--- src/rtl/cnn_ctrl_pkg.sv ---
// Shared definitions for the convolution-layer control blocks.
// Sequencer states, geometry helpers and derived constants for the default layer.
package cnn_ctrl_pkg;

    typedef enum logic [1:0] {
        ST_IDLE  = 2'd0,
        ST_RUN   = 2'd1,
        ST_DRAIN = 2'd2,
        ST_HALT  = 2'd3
    } seq_state_e;

    function automatic int out_dim(input int img, input int k);
        return img - k + 1;
    endfunction

    // Bits needed to count 0..n-1, never less than one.
    function automatic int cnt_width(input int n);
        return (n <= 2) ? 1 : $clog2(n);
    endfunction

    localparam int DEF_IMG_W = 32;
    localparam int DEF_IMG_H = 32;
    localparam int DEF_KSIZE = 5;
    localparam int OUT_W     = out_dim(DEF_IMG_W, DEF_KSIZE);
    localparam int OUT_H     = out_dim(DEF_IMG_H, DEF_KSIZE);
    localparam int TAPS      = DEF_KSIZE * DEF_KSIZE;

endpackage

--- src/rtl/conv_window_sequencer_if.sv ---
// Memory-read, MAC-control and output-write strobes driven by the window sequencer.
interface conv_window_sequencer_if #(
    parameter int FEAT_AW = 11,
    parameter int OUT_AW  = 11,
    parameter int WGT_AW  = 5
);
    // Every *_en / mac_* signal is a one-cycle qualifier with no backpressure:
    // an address is meaningful only in the cycle its strobe is high.
    logic              feat_rd_en;
    logic [FEAT_AW-1:0] feat_rd_addr;
    logic [WGT_AW-1:0]  wgt_rd_addr;
    logic              mac_en;
    logic              mac_clear;
    logic              mac_last;
    logic              out_wr_en;
    logic [OUT_AW-1:0]  out_wr_addr;

    modport master (
        output feat_rd_en, feat_rd_addr, wgt_rd_addr,
        output mac_en, mac_clear, mac_last,
        output out_wr_en, out_wr_addr
    );

    modport slave (
        input feat_rd_en, feat_rd_addr, wgt_rd_addr,
        input mac_en, mac_clear, mac_last,
        input out_wr_en, out_wr_addr
    );
endinterface

--- src/rtl/conv_tap_counter.sv ---
// Nested k_col/k_row/out_col/out_row counter producing feature, weight and output
// addresses incrementally from base registers, without a multiplier.
module conv_tap_counter
    import cnn_ctrl_pkg::*;
#(
    parameter int IMG_W = 32,
    parameter int IMG_H = 32,
    parameter int KSIZE = 5,
    parameter int FA_W  = 11,
    parameter int OA_W  = 11,
    parameter int WA_W  = 5
) (
    input  logic            i_clock,
    input  logic            i_reset,
    input  logic            i_advance,
    output logic [FA_W-1:0] o_feat_addr,
    output logic [WA_W-1:0] o_wgt_addr,
    output logic [OA_W-1:0] o_out_addr,
    output logic            o_first_tap,
    output logic            o_last_tap,
    output logic            o_frame_last
);
    localparam int OW = out_dim(IMG_W, KSIZE);
    localparam int OH = out_dim(IMG_H, KSIZE);
    localparam int KW = cnt_width(KSIZE);
    localparam int XW = cnt_width(OW);
    localparam int YW = cnt_width(OH);

    localparam logic [KW-1:0]   K_MAX    = KW'(KSIZE - 1);
    localparam logic [XW-1:0]   X_MAX    = XW'(OW - 1);
    localparam logic [YW-1:0]   Y_MAX    = YW'(OH - 1);
    localparam logic [FA_W-1:0] ROW_STEP = FA_W'(IMG_W);

    logic [KW-1:0]   r_k_col;
    logic [KW-1:0]   r_k_row;
    logic [XW-1:0]   r_out_col;
    logic [YW-1:0]   r_out_row;
    logic [FA_W-1:0] r_line_base;  // out_row*IMG_W
    logic [FA_W-1:0] r_win_base;   // window top-left address
    logic [FA_W-1:0] r_row_base;   // window base + k_row*IMG_W
    logic [WA_W-1:0] r_wgt;
    logic [OA_W-1:0] r_out_addr;

    logic w_kc_wrap;
    logic w_kr_wrap;
    logic w_oc_wrap;
    logic w_or_wrap;

    assign w_kc_wrap = (r_k_col == K_MAX);
    assign w_kr_wrap = (r_k_row == K_MAX);
    assign w_oc_wrap = (r_out_col == X_MAX);
    assign w_or_wrap = (r_out_row == Y_MAX);

    always_ff @(posedge i_clock or negedge i_reset) begin
        if (!i_reset) begin
            r_k_col     <= '0;
            r_k_row     <= '0;
            r_out_col   <= '0;
            r_out_row   <= '0;
            r_line_base <= '0;
            r_win_base  <= '0;
            r_row_base  <= '0;
            r_wgt       <= '0;
            r_out_addr  <= '0;
        end else if (i_advance) begin
            if (!w_kc_wrap) begin
                r_k_col <= r_k_col + 1'b1;
                r_wgt   <= r_wgt + 1'b1;
            end else begin
                r_k_col <= '0;
                if (!w_kr_wrap) begin
                    r_k_row    <= r_k_row + 1'b1;
                    r_row_base <= r_row_base + ROW_STEP;
                    r_wgt      <= r_wgt + 1'b1;
                end else begin
                    r_k_row <= '0;
                    r_wgt   <= '0;
                    if (!w_oc_wrap) begin
                        r_out_col  <= r_out_col + 1'b1;
                        r_win_base <= r_win_base + 1'b1;
                        r_row_base <= r_win_base + 1'b1;
                        r_out_addr <= r_out_addr + 1'b1;
                    end else begin
                        r_out_col <= '0;
                        if (!w_or_wrap) begin
                            r_out_row   <= r_out_row + 1'b1;
                            r_line_base <= r_line_base + ROW_STEP;
                            r_win_base  <= r_line_base + ROW_STEP;
                            r_row_base  <= r_line_base + ROW_STEP;
                            r_out_addr  <= r_out_addr + 1'b1;
                        end else begin
                            // Frame wraps so the next frame starts from zero.
                            r_out_row   <= '0;
                            r_line_base <= '0;
                            r_win_base  <= '0;
                            r_row_base  <= '0;
                            r_out_addr  <= '0;
                        end
                    end
                end
            end
        end
    end

    assign o_feat_addr  = r_row_base + FA_W'(r_k_col);
    assign o_wgt_addr   = r_wgt;
    assign o_out_addr   = r_out_addr;
    assign o_first_tap  = (r_k_col == '0) && (r_k_row == '0);
    assign o_last_tap   = w_kc_wrap && w_kr_wrap;
    assign o_frame_last = w_kc_wrap && w_kr_wrap && w_oc_wrap && w_or_wrap;

endmodule

--- src/rtl/conv_window_sequencer.sv ---
// Convolution-layer control sequencer: issues window taps, steers the MAC through a
// two-stage control pipeline and writes one output pixel per window.
module conv_window_sequencer
    import cnn_ctrl_pkg::*;
#(
    parameter int DATA_WIDTH            = 16,
    parameter int IN_FEATURE_ADDR_WIDTH = 11,
    parameter int OUT_ADDR_WIDTH        = 11,
    parameter int WEIGHT_ADDR_WIDTH     = 5,
    parameter int IMG_W                 = 32,
    parameter int IMG_H                 = 32,
    parameter int KSIZE                 = 5
) (
    input  logic                    i_clock,
    input  logic                    i_reset,
    input  logic                    i_enable,
    conv_window_sequencer_if.master m_if,
    output logic                    o_busy,
    output logic                    o_done,
    output seq_state_e              o_dbg_state
);
    localparam int OW = out_dim(IMG_W, KSIZE);
    localparam int OH = out_dim(IMG_H, KSIZE);

    if ((IMG_W * IMG_H > 2 ** IN_FEATURE_ADDR_WIDTH) ||
        (OW * OH > 2 ** OUT_ADDR_WIDTH) ||
        (KSIZE * KSIZE > 2 ** WEIGHT_ADDR_WIDTH) ||
        (KSIZE < 1) || (OW < 1) || (OH < 1) || (DATA_WIDTH < 1)) begin : g_param_err
        $error("conv_window_sequencer: geometry does not fit the address widths");
    end

    seq_state_e r_state;
    seq_state_e w_next;
    logic       w_issue;
    logic       w_done;

    logic [IN_FEATURE_ADDR_WIDTH-1:0] w_feat_addr;
    logic [WEIGHT_ADDR_WIDTH-1:0]     w_wgt_addr;
    logic [OUT_ADDR_WIDTH-1:0]        w_out_addr;
    logic                             w_first_tap;
    logic                             w_last_tap;
    logic                             w_frame_last;

    logic                      r_s1_valid;
    logic                      r_s1_first;
    logic                      r_s1_last;
    logic [OUT_ADDR_WIDTH-1:0] r_s1_addr;
    logic                      r_s2_wr;
    logic [OUT_ADDR_WIDTH-1:0] r_s2_addr;

    conv_tap_counter #(
        .IMG_W (IMG_W),
        .IMG_H (IMG_H),
        .KSIZE (KSIZE),
        .FA_W  (IN_FEATURE_ADDR_WIDTH),
        .OA_W  (OUT_ADDR_WIDTH),
        .WA_W  (WEIGHT_ADDR_WIDTH)
    ) u_tap_counter (
        .i_clock      (i_clock),
        .i_reset      (i_reset),
        .i_advance    (w_issue),
        .o_feat_addr  (w_feat_addr),
        .o_wgt_addr   (w_wgt_addr),
        .o_out_addr   (w_out_addr),
        .o_first_tap  (w_first_tap),
        .o_last_tap   (w_last_tap),
        .o_frame_last (w_frame_last)
    );

    always_ff @(posedge i_clock or negedge i_reset) begin
        if (!i_reset) begin
            r_state <= ST_IDLE;
        end else begin
            r_state <= w_next;
        end
    end

    always_comb begin
        w_next  = r_state;
        w_issue = 1'b0;
        w_done  = 1'b0;
        case (r_state)
            ST_IDLE: begin
                if (i_enable) w_next = ST_RUN;
            end
            ST_RUN: begin
                w_issue = i_enable;
                if (i_enable && w_frame_last) w_next = ST_DRAIN;
            end
            ST_DRAIN: begin
                if (!r_s1_valid && !r_s2_wr) begin
                    w_done = 1'b1;
                    w_next = ST_HALT;
                end
            end
            ST_HALT: begin
                // Enable must drop before another frame may start.
                if (!i_enable) w_next = ST_IDLE;
            end
            default: w_next = ST_IDLE;
        endcase
    end

    // Stages run freely so taps issued before a stall always finish.
    always_ff @(posedge i_clock or negedge i_reset) begin
        if (!i_reset) begin
            r_s1_valid <= 1'b0;
            r_s1_first <= 1'b0;
            r_s1_last  <= 1'b0;
            r_s1_addr  <= '0;
            r_s2_wr    <= 1'b0;
            r_s2_addr  <= '0;
        end else begin
            r_s1_valid <= w_issue;
            r_s1_first <= w_issue && w_first_tap;
            r_s1_last  <= w_issue && w_last_tap;
            r_s1_addr  <= w_out_addr;
            r_s2_wr    <= r_s1_valid && r_s1_last;
            r_s2_addr  <= r_s1_addr;
        end
    end

    assign m_if.feat_rd_en   = w_issue;
    assign m_if.feat_rd_addr = w_feat_addr;
    assign m_if.wgt_rd_addr  = w_wgt_addr;
    assign m_if.mac_en       = r_s1_valid;
    assign m_if.mac_clear    = r_s1_first;
    assign m_if.mac_last     = r_s1_last;
    assign m_if.out_wr_en    = r_s2_wr;
    assign m_if.out_wr_addr  = r_s2_addr;

    assign o_busy      = (r_state == ST_RUN) || (r_state == ST_DRAIN);
    assign o_done      = w_done;
    assign o_dbg_state = r_state;

endmodule

--- src/flat_wrapper.sv ---
// flat-port wrapper written by rule: the top's interface ports become plain ports
module conv_window_sequencer_flat import cnn_ctrl_pkg::*;
#(
    parameter int DATA_WIDTH            = 16,
    parameter int IN_FEATURE_ADDR_WIDTH = 11,
    parameter int OUT_ADDR_WIDTH        = 11,
    parameter int WEIGHT_ADDR_WIDTH     = 5,
    parameter int IMG_W                 = 32,
    parameter int IMG_H                 = 32,
    parameter int KSIZE                 = 5
)
  (i_clock, i_reset, i_enable, o_busy, o_done, o_dbg_state, m_if_feat_rd_en, m_if_feat_rd_addr, m_if_wgt_rd_addr, m_if_mac_en, m_if_mac_clear, m_if_mac_last, m_if_out_wr_en, m_if_out_wr_addr);
  conv_window_sequencer_if m_if_i ();
  input  logic i_clock;
  input  logic i_reset;
  input  logic i_enable;
  output logic o_busy;
  output logic o_done;
  output seq_state_e o_dbg_state;
  output wire logic [$bits(m_if_i.feat_rd_en)-1:0] m_if_feat_rd_en;
  output wire logic [$bits(m_if_i.feat_rd_addr)-1:0] m_if_feat_rd_addr;
  output wire logic [$bits(m_if_i.wgt_rd_addr)-1:0] m_if_wgt_rd_addr;
  output wire logic [$bits(m_if_i.mac_en)-1:0] m_if_mac_en;
  output wire logic [$bits(m_if_i.mac_clear)-1:0] m_if_mac_clear;
  output wire logic [$bits(m_if_i.mac_last)-1:0] m_if_mac_last;
  output wire logic [$bits(m_if_i.out_wr_en)-1:0] m_if_out_wr_en;
  output wire logic [$bits(m_if_i.out_wr_addr)-1:0] m_if_out_wr_addr;
  assign m_if_feat_rd_en = m_if_i.feat_rd_en;
  assign m_if_feat_rd_addr = m_if_i.feat_rd_addr;
  assign m_if_wgt_rd_addr = m_if_i.wgt_rd_addr;
  assign m_if_mac_en = m_if_i.mac_en;
  assign m_if_mac_clear = m_if_i.mac_clear;
  assign m_if_mac_last = m_if_i.mac_last;
  assign m_if_out_wr_en = m_if_i.out_wr_en;
  assign m_if_out_wr_addr = m_if_i.out_wr_addr;
  conv_window_sequencer #(.DATA_WIDTH(DATA_WIDTH), .IN_FEATURE_ADDR_WIDTH(IN_FEATURE_ADDR_WIDTH), .OUT_ADDR_WIDTH(OUT_ADDR_WIDTH), .WEIGHT_ADDR_WIDTH(WEIGHT_ADDR_WIDTH), .IMG_W(IMG_W), .IMG_H(IMG_H), .KSIZE(KSIZE)) u_core (.i_clock(i_clock), .i_reset(i_reset), .i_enable(i_enable), .m_if(m_if_i), .o_busy(o_busy), .o_done(o_done), .o_dbg_state(o_dbg_state));
endmodule
--- config.mk ---
export PLATFORM = sky130hd
export DESIGN_NAME = conv_window_sequencer_flat
export DESIGN_NICKNAME = d
export VERILOG_FILES = /design/src/rtl/cnn_ctrl_pkg.sv /design/src/rtl/conv_window_sequencer_if.sv /design/src/rtl/conv_tap_counter.sv /design/src/rtl/conv_window_sequencer.sv /design/src/flat_wrapper.sv
export SDC_FILE = /design/constraint.sdc
export NUM_CORES = 1
export LEC_CHECK = 0
export ABC_CLOCK_PERIOD_IN_PS = 2900
export BUFFER_PORTS_ARGS = -buffer_cell sky130_fd_sc_hd__buf_2
export CAP_MARGIN = 20
export CELL_PAD_IN_SITES_DETAIL_PLACEMENT = 1
export CELL_PAD_IN_SITES_GLOBAL_PLACEMENT = 1
export CORE_MARGIN = 5
export CORE_UTILIZATION = 45
export CTS_BUF_LIST = sky130_fd_sc_hd__clkbuf_8
export DETAILED_ROUTE_END_ITERATION = 16
export PLACE_DENSITY_LB_ADDON = 0.25
export SYNTH_ARGS = -nofsm -noshare
export SYNTH_HDL_FRONTEND = slang
export SYNTH_SLANG_ARGS = --single-unit
--- constraint.sdc ---
create_clock -name i_clock -period 2.9 [get_ports i_clock]
set_clock_uncertainty 0.1 [all_clocks]
set_input_delay 0.725 -clock i_clock [delete_from_list [all_inputs] [get_ports i_clock]]
set_output_delay 0.725 -clock i_clock [all_outputs]
set_load 0.03 [all_outputs]
Word level (Yosys, flattened, before mapping). Cells that the tools add are included.

Bits of input ports: 3. Register bits: 93. Output and inout bits: 36. Logic and storage cells: 75.

Add/sub/neg operators: 10. Reduce and logical (&&, ||, !) cells: 19. Equality and inequality tests: 11. Multiplexer cells: 19.

Operator list (count): $mux 11 (5); $add 11x1->11 const B (2); $add 11x6->11 const B (2); $mux 5 (4); $add 5x1->5 const B (3); $add 11x3->11 (1); $eq 5x5->1 const B (2); $logic_and 1x1->1 (9); $mux 2 (4); $pmux 2 s4 (1); $reduce_and 4->1 (2); $add 3x1->3 const B (2); $eq 3x3->1 const B (2); $logic_not 3->1 (2); $mux 3 (2); $eq 2x2->1 const B (2); $ne 2x1->1 const B (2); $ne 2x2->1 const B (2); $mux 1 (3); $reduce_and 3->1 (1); $eq 2x1->1 const B (1); $logic_not 1->1 (2); $logic_not 2->1 (1); $reduce_and 2->1 (1); $logic_or 1x1->1 (1).

Depth between registers and ports, before layout.
Depth after elaboration: 7. Gate-level depth with buffers: 9. Gate-level depth less buffers: 7.

Modules after synthesis. Synthesis repeated with hierarchy kept, for this count alone.

Cells, all modules: 428. Area, all modules: 4446.8 um2.

By module, submodules not included: conv_tap_counter (cells each 374, times used 1, sequential area each 1626.6 um2, area each 3550.9 um2); conv_window_sequencer (cells each 54, times used 1, sequential area each 700.7 um2, area each 895.9 um2).

Worst setup path after synthesis. OpenSTA, ideal clock, no wires.

Kind: register to output. Start point: register u_core.u_tap_counter.r_k_col[0]. End point: output m_if_feat_rd_addr[8]. Path buffers: 0. Setup slack: 0.249 ns. Stages on the path, launching flop included: 6. Arrival time: 1.826 ns. Data required time: 2.075 ns. Cells stage by stage: dfrtp_1 -> ha_1 -> fa_1 -> a21oi_1 -> nor3_1 -> xor2_1.

Word-level cells in the longest chain between the ends: 1.

RTL lines: start: declaration (RTL line conv_tap_counter.sv:34) `logic [KW-1:0] r_k_col;`; start signal: assignment (RTL line conv_tap_counter.sv:67) `r_k_col <= r_k_col + 1'b1;`; $add 11x3->11 (RTL line conv_tap_counter.sv:105) `assign o_feat_addr = r_row_base + FA_W'(r_k_col);`; end: declaration (RTL line flat_wrapper.sv:21) `output wire logic [$bits(m_if_i.feat_rd_addr)-1:0] m_if_feat_rd_addr;`.

No other way between the ends.

Worst setup path after layout.
Start point: register u_core.u_tap_counter.r_row_base[0]. End point: output m_if_feat_rd_addr[10].

Word-level cells in the longest chain between the ends: 1.

RTL lines: start: declaration (RTL line conv_tap_counter.sv:40) `logic [FA_W-1:0] r_row_base;`; start signal: assignment (RTL line conv_tap_counter.sv:73) `r_row_base <= r_row_base + ROW_STEP;`; start signal: assignment (RTL line conv_tap_counter.sv:81) `r_row_base <= r_win_base + 1'b1;`; start signal: assignment (RTL line conv_tap_counter.sv:89) `r_row_base <= r_line_base + ROW_STEP;`; $add 11x3->11 (RTL line conv_tap_counter.sv:105).

No other way between the ends.

==> impl_metrics.env <==
export IMPL_status="finished clean"
export IMPL_nNetsFinal=508
export IMPL_hold_class="reg2reg"
export IMPL_ir_drop_mv=0.281
export IMPL_min_from="u_core.r_s1_addr[1]$_DFF_PN0_"
export IMPL_grt_pass1_vias=3732
export IMPL_synth_top_area_cell="dfrtp_1"
export IMPL_min_path_cells=0
export IMPL_fillers=1110
export IMPL_die_area_sq_um=12000
export IMPL_via_per_inst=5.57
export IMPL_clock_sinks=93
export IMPL_required_ps=2080
export IMPL_htreeDepth=3
export IMPL_hold_viol=0
export IMPL_layout_common_cells="dfrtp_1 (91), nand2_1 (41), o21ai_0 (31), buf_2 (31)"
export IMPL_fmax_mhz=349
export IMPL_core_area_sq_um=9730
export IMPL_pin_count=39
export IMPL_drtIter0Drc=113
export IMPL_finalPower_mw=3.44
export IMPL_worstSetupPathType="reg2out"
export IMPL_ys_warn_count=0
export IMPL_synth_nets=450
export IMPL_globalRouteOverflowTotal=0
export IMPL_holdWs_ps=255
export IMPL_drive_above_1_share_pct=21.2
export IMPL_syn_instance_count=428
export IMPL_setup_violations=0
export IMPL_ys_seq_area_share_pct=52.1
export IMPL_path_cells="ha_2 -> fa_2 -> a21oi_4 -> nor3_4 -> nand3_2 -> xnor2_2 -> buf_6"
export IMPL_area_growth_pct=17.1
export IMPL_row_count=36
export IMPL_slew_viol_final=0
export IMPL_ys_seq_elements=93
export IMPL_slowest_stage="dfrtp_1"
export IMPL_clock_latency_ps=380
export IMPL_grt_start_max_net_pins=59
export IMPL_cts_root_buf="clkbuf_8"
export IMPL_final_antenna_net_count=0
export IMPL_synth_top_area_share_pct=52.1
export IMPL_finalNonFillerCells=624
export IMPL_leakage_nw=2.56
export IMPL_syn_area_per_cell_sq_um=10.4
export IMPL_track_usage_pct=19.7
export IMPL_r2r_start="u_core.u_tap_counter.r_k_col[0]$_DFFE_PN0P_"
export IMPL_end_kind="output port"
export IMPL_maxSlewHeadroom_pct=48.1
export IMPL_cts_tree="yes"
export IMPL_ys_types=54
export IMPL_hold_buffers=0
export IMPL_r2r_cells=9
export IMPL_drc_errors=0
export IMPL_antenna_cells=0
export IMPL_reg2reg_slack_ps=480
export IMPL_rsz0062_at_grt="yes"
export IMPL_fp_dieH_um=110
export IMPL_io_buffers=38
export IMPL_fp_dieW_um=110
export IMPL_place_gp_congestion=0.800
export IMPL_tns_ps=0
export IMPL_cts_buffers=9
export IMPL_numPlacedInstances=602
export IMPL_start_util_pct=45.9
export IMPL_wl_per_cell_um=17.6
export IMPL_num_vias=3476
export IMPL_worst_path_stages=7
export IMPL_cts_clk_slew_worst_paths_ps=100
export IMPL_antenna_found_initial=0
export IMPL_r2r_end="u_core.u_tap_counter.o_out_addr[8]$_DFFE_PN0P_"
export IMPL_final_core_util_pct=53.8
export IMPL_wirelength_um=11000
export IMPL_holdPathEnd="u_core.m_if.out_wr_addr[1]$_DFF_PN0_"
export IMPL_arrival_ps=2040
export IMPL_dpl_hpwl_um=7860
export IMPL_synth_area_leaders="dfrtp_1 (52%), ha_1 (5.0%), nand2_1 (3.5%)"
export IMPL_period_needed_ps=2870
export IMPL_worstSetupStartpoint="u_core.u_tap_counter.r_row_base[0]$_DFFE_PN0P_"
export IMPL_worstMarginPinSlew_ps=779
export IMPL_drt_pass1_iter_count=4
export IMPL_mostFrequentLayoutCell="dfrtp_1"
export IMPL_clock_path_buffers=2
export IMPL_critPathBufInv=1
export IMPL_cp_top_family="adder cells"
export IMPL_p_per_area_nw_per_um2=658
export IMPL_maxCapViolCount=0
export IMPL_slowest_delay_ps=420
export IMPL_finalCritPeriodShare_pct=98.9
export IMPL_crit_fanout=3
export IMPL_grt_pass1_wl_um=18300
export IMPL_synth_area_sq_um=4470
export IMPL_critPathLaunchType="flip-flop"
metal layers:
metal  wire, um  track usage [%]  up-vias
met5          0                0        -
met4        194             6.86        0
met3        331             3.76       15
met2       5610             33.7       50
met1       4850             24.8     1764
li1           -                -     1647
synth_stat cells (all sizes together):
cell type / instances
xnor2: 18
inv: 17
fa: 1
buf: 7
o41ai: 1
nor3: 17
a221oi: 4
a21o: 4
nand4b: 2
o21a: 6
and4: 3
o211ai: 2
nor4: 6
nor2: 26
nor3b: 4
xor2: 12
or3: 4
a31oi: 2
o221ai: 3
clkbuf: 6
nand3: 23
nand2b: 2
mux2: 5
nand2: 43
o2bb2ai: 1
dfrtp: 93
a21oi: 20
o21ai: 38
and4b: 2
ha: 18
a221o: 2
nand4: 10
a22o: 2
and2: 9
o31a: 1
a31o: 1
nor2b: 1
a211o: 1
o311ai: 1
o32a: 2
o31ai: 3
and3: 5
repair_timing:
item	4_1_cts	5_1_grt
endpoints found under the setup margin	8	8
buffers inserted	3	3
resized for setup	16	10
endpoints found under the hold margin	0	0
pin swaps	6	6
logic make-up (layout without fill, tap and decap cells):
| family | Yosys count | after routing | share of synthesized area, % |
|---|---|---|---|
| compound gates | 94 | 94 | 13.1 |
| flops | 93 | 93 | 52.1 |
| simple gates | 157 | 157 | 19.3 |
| buf+inv | 30 | 93 | 2.83 |
| mux | 5 | 5 | 1.26 |
| fa+ha+maj | 19 | 19 | 5.49 |
| xor+xnor | 30 | 30 | 5.88 |
area by class of cell:
class / count / area, sq um / share of cell area, %
Clock buffer: 9 / 124 / 2.37
Clock inverter: 7 / 62.6 / 1.20
Inverter: 17 / 63.8 / 1.22
Multi-Input combinational cell: 305 / 2080 / 39.8
Sequential cell: 93 / 2330 / 44.5
Tap cell: 133 / 166 / 3.18
Timing Repair Buffer: 60 / 405 / 7.75
worst reg2reg max path, delay by kind of cell (launching register included):
kind                     cells  cell delay, ps
flip-flops                   1             410
adder cells (fa/ha/maj)      1             280
AND/OR/NAND/NOR              4             930
buffers and inverters        4             580
registers in the layout (all words and copies together) (netlist names), 5 cells and up:
signal	cells
u_core.u_tap_counter.o_wgt_addr	5
u_core.u_tap_counter.r_line_base	11
u_core.u_tap_counter.r_out_row	5
u_core.u_tap_counter.r_out_col	5
u_core.m_if.out_wr_addr	11
u_core.u_tap_counter.o_out_addr	11
u_core.u_tap_counter.r_win_base	11
u_core.r_s1_addr	11
u_core.u_tap_counter.r_row_base	11
through the flow:
stage | instance area [sq um] | setup slack (ps)
finish | 5230 | 33.0
global route | 5230 | -50.0
CTS | 5180 | -0.880
detailed placement | 4900 | 33.8
global placement | 4900 | 73.0
floorplan | 4470 | 249
worst max path at each step:
stage | end | slack, ps
final | m_if_feat_rd_addr[10] | 30
after global routing | m_if_feat_rd_addr[5] | -50
after CTS | m_if_feat_rd_addr[10] | -0.9
after detailed placement | m_if_feat_rd_addr[10] | 30
after global placement | m_if_feat_rd_addr[10] | 70
after floorplan | m_if_feat_rd_addr[8] | 250
where the power goes:
part           internal, mW  switching, mW
Clock                 0.333          0.529
Sequential             1.41          0.131
Combinational         0.377          0.658
Power figures use the tool's default switching activity.
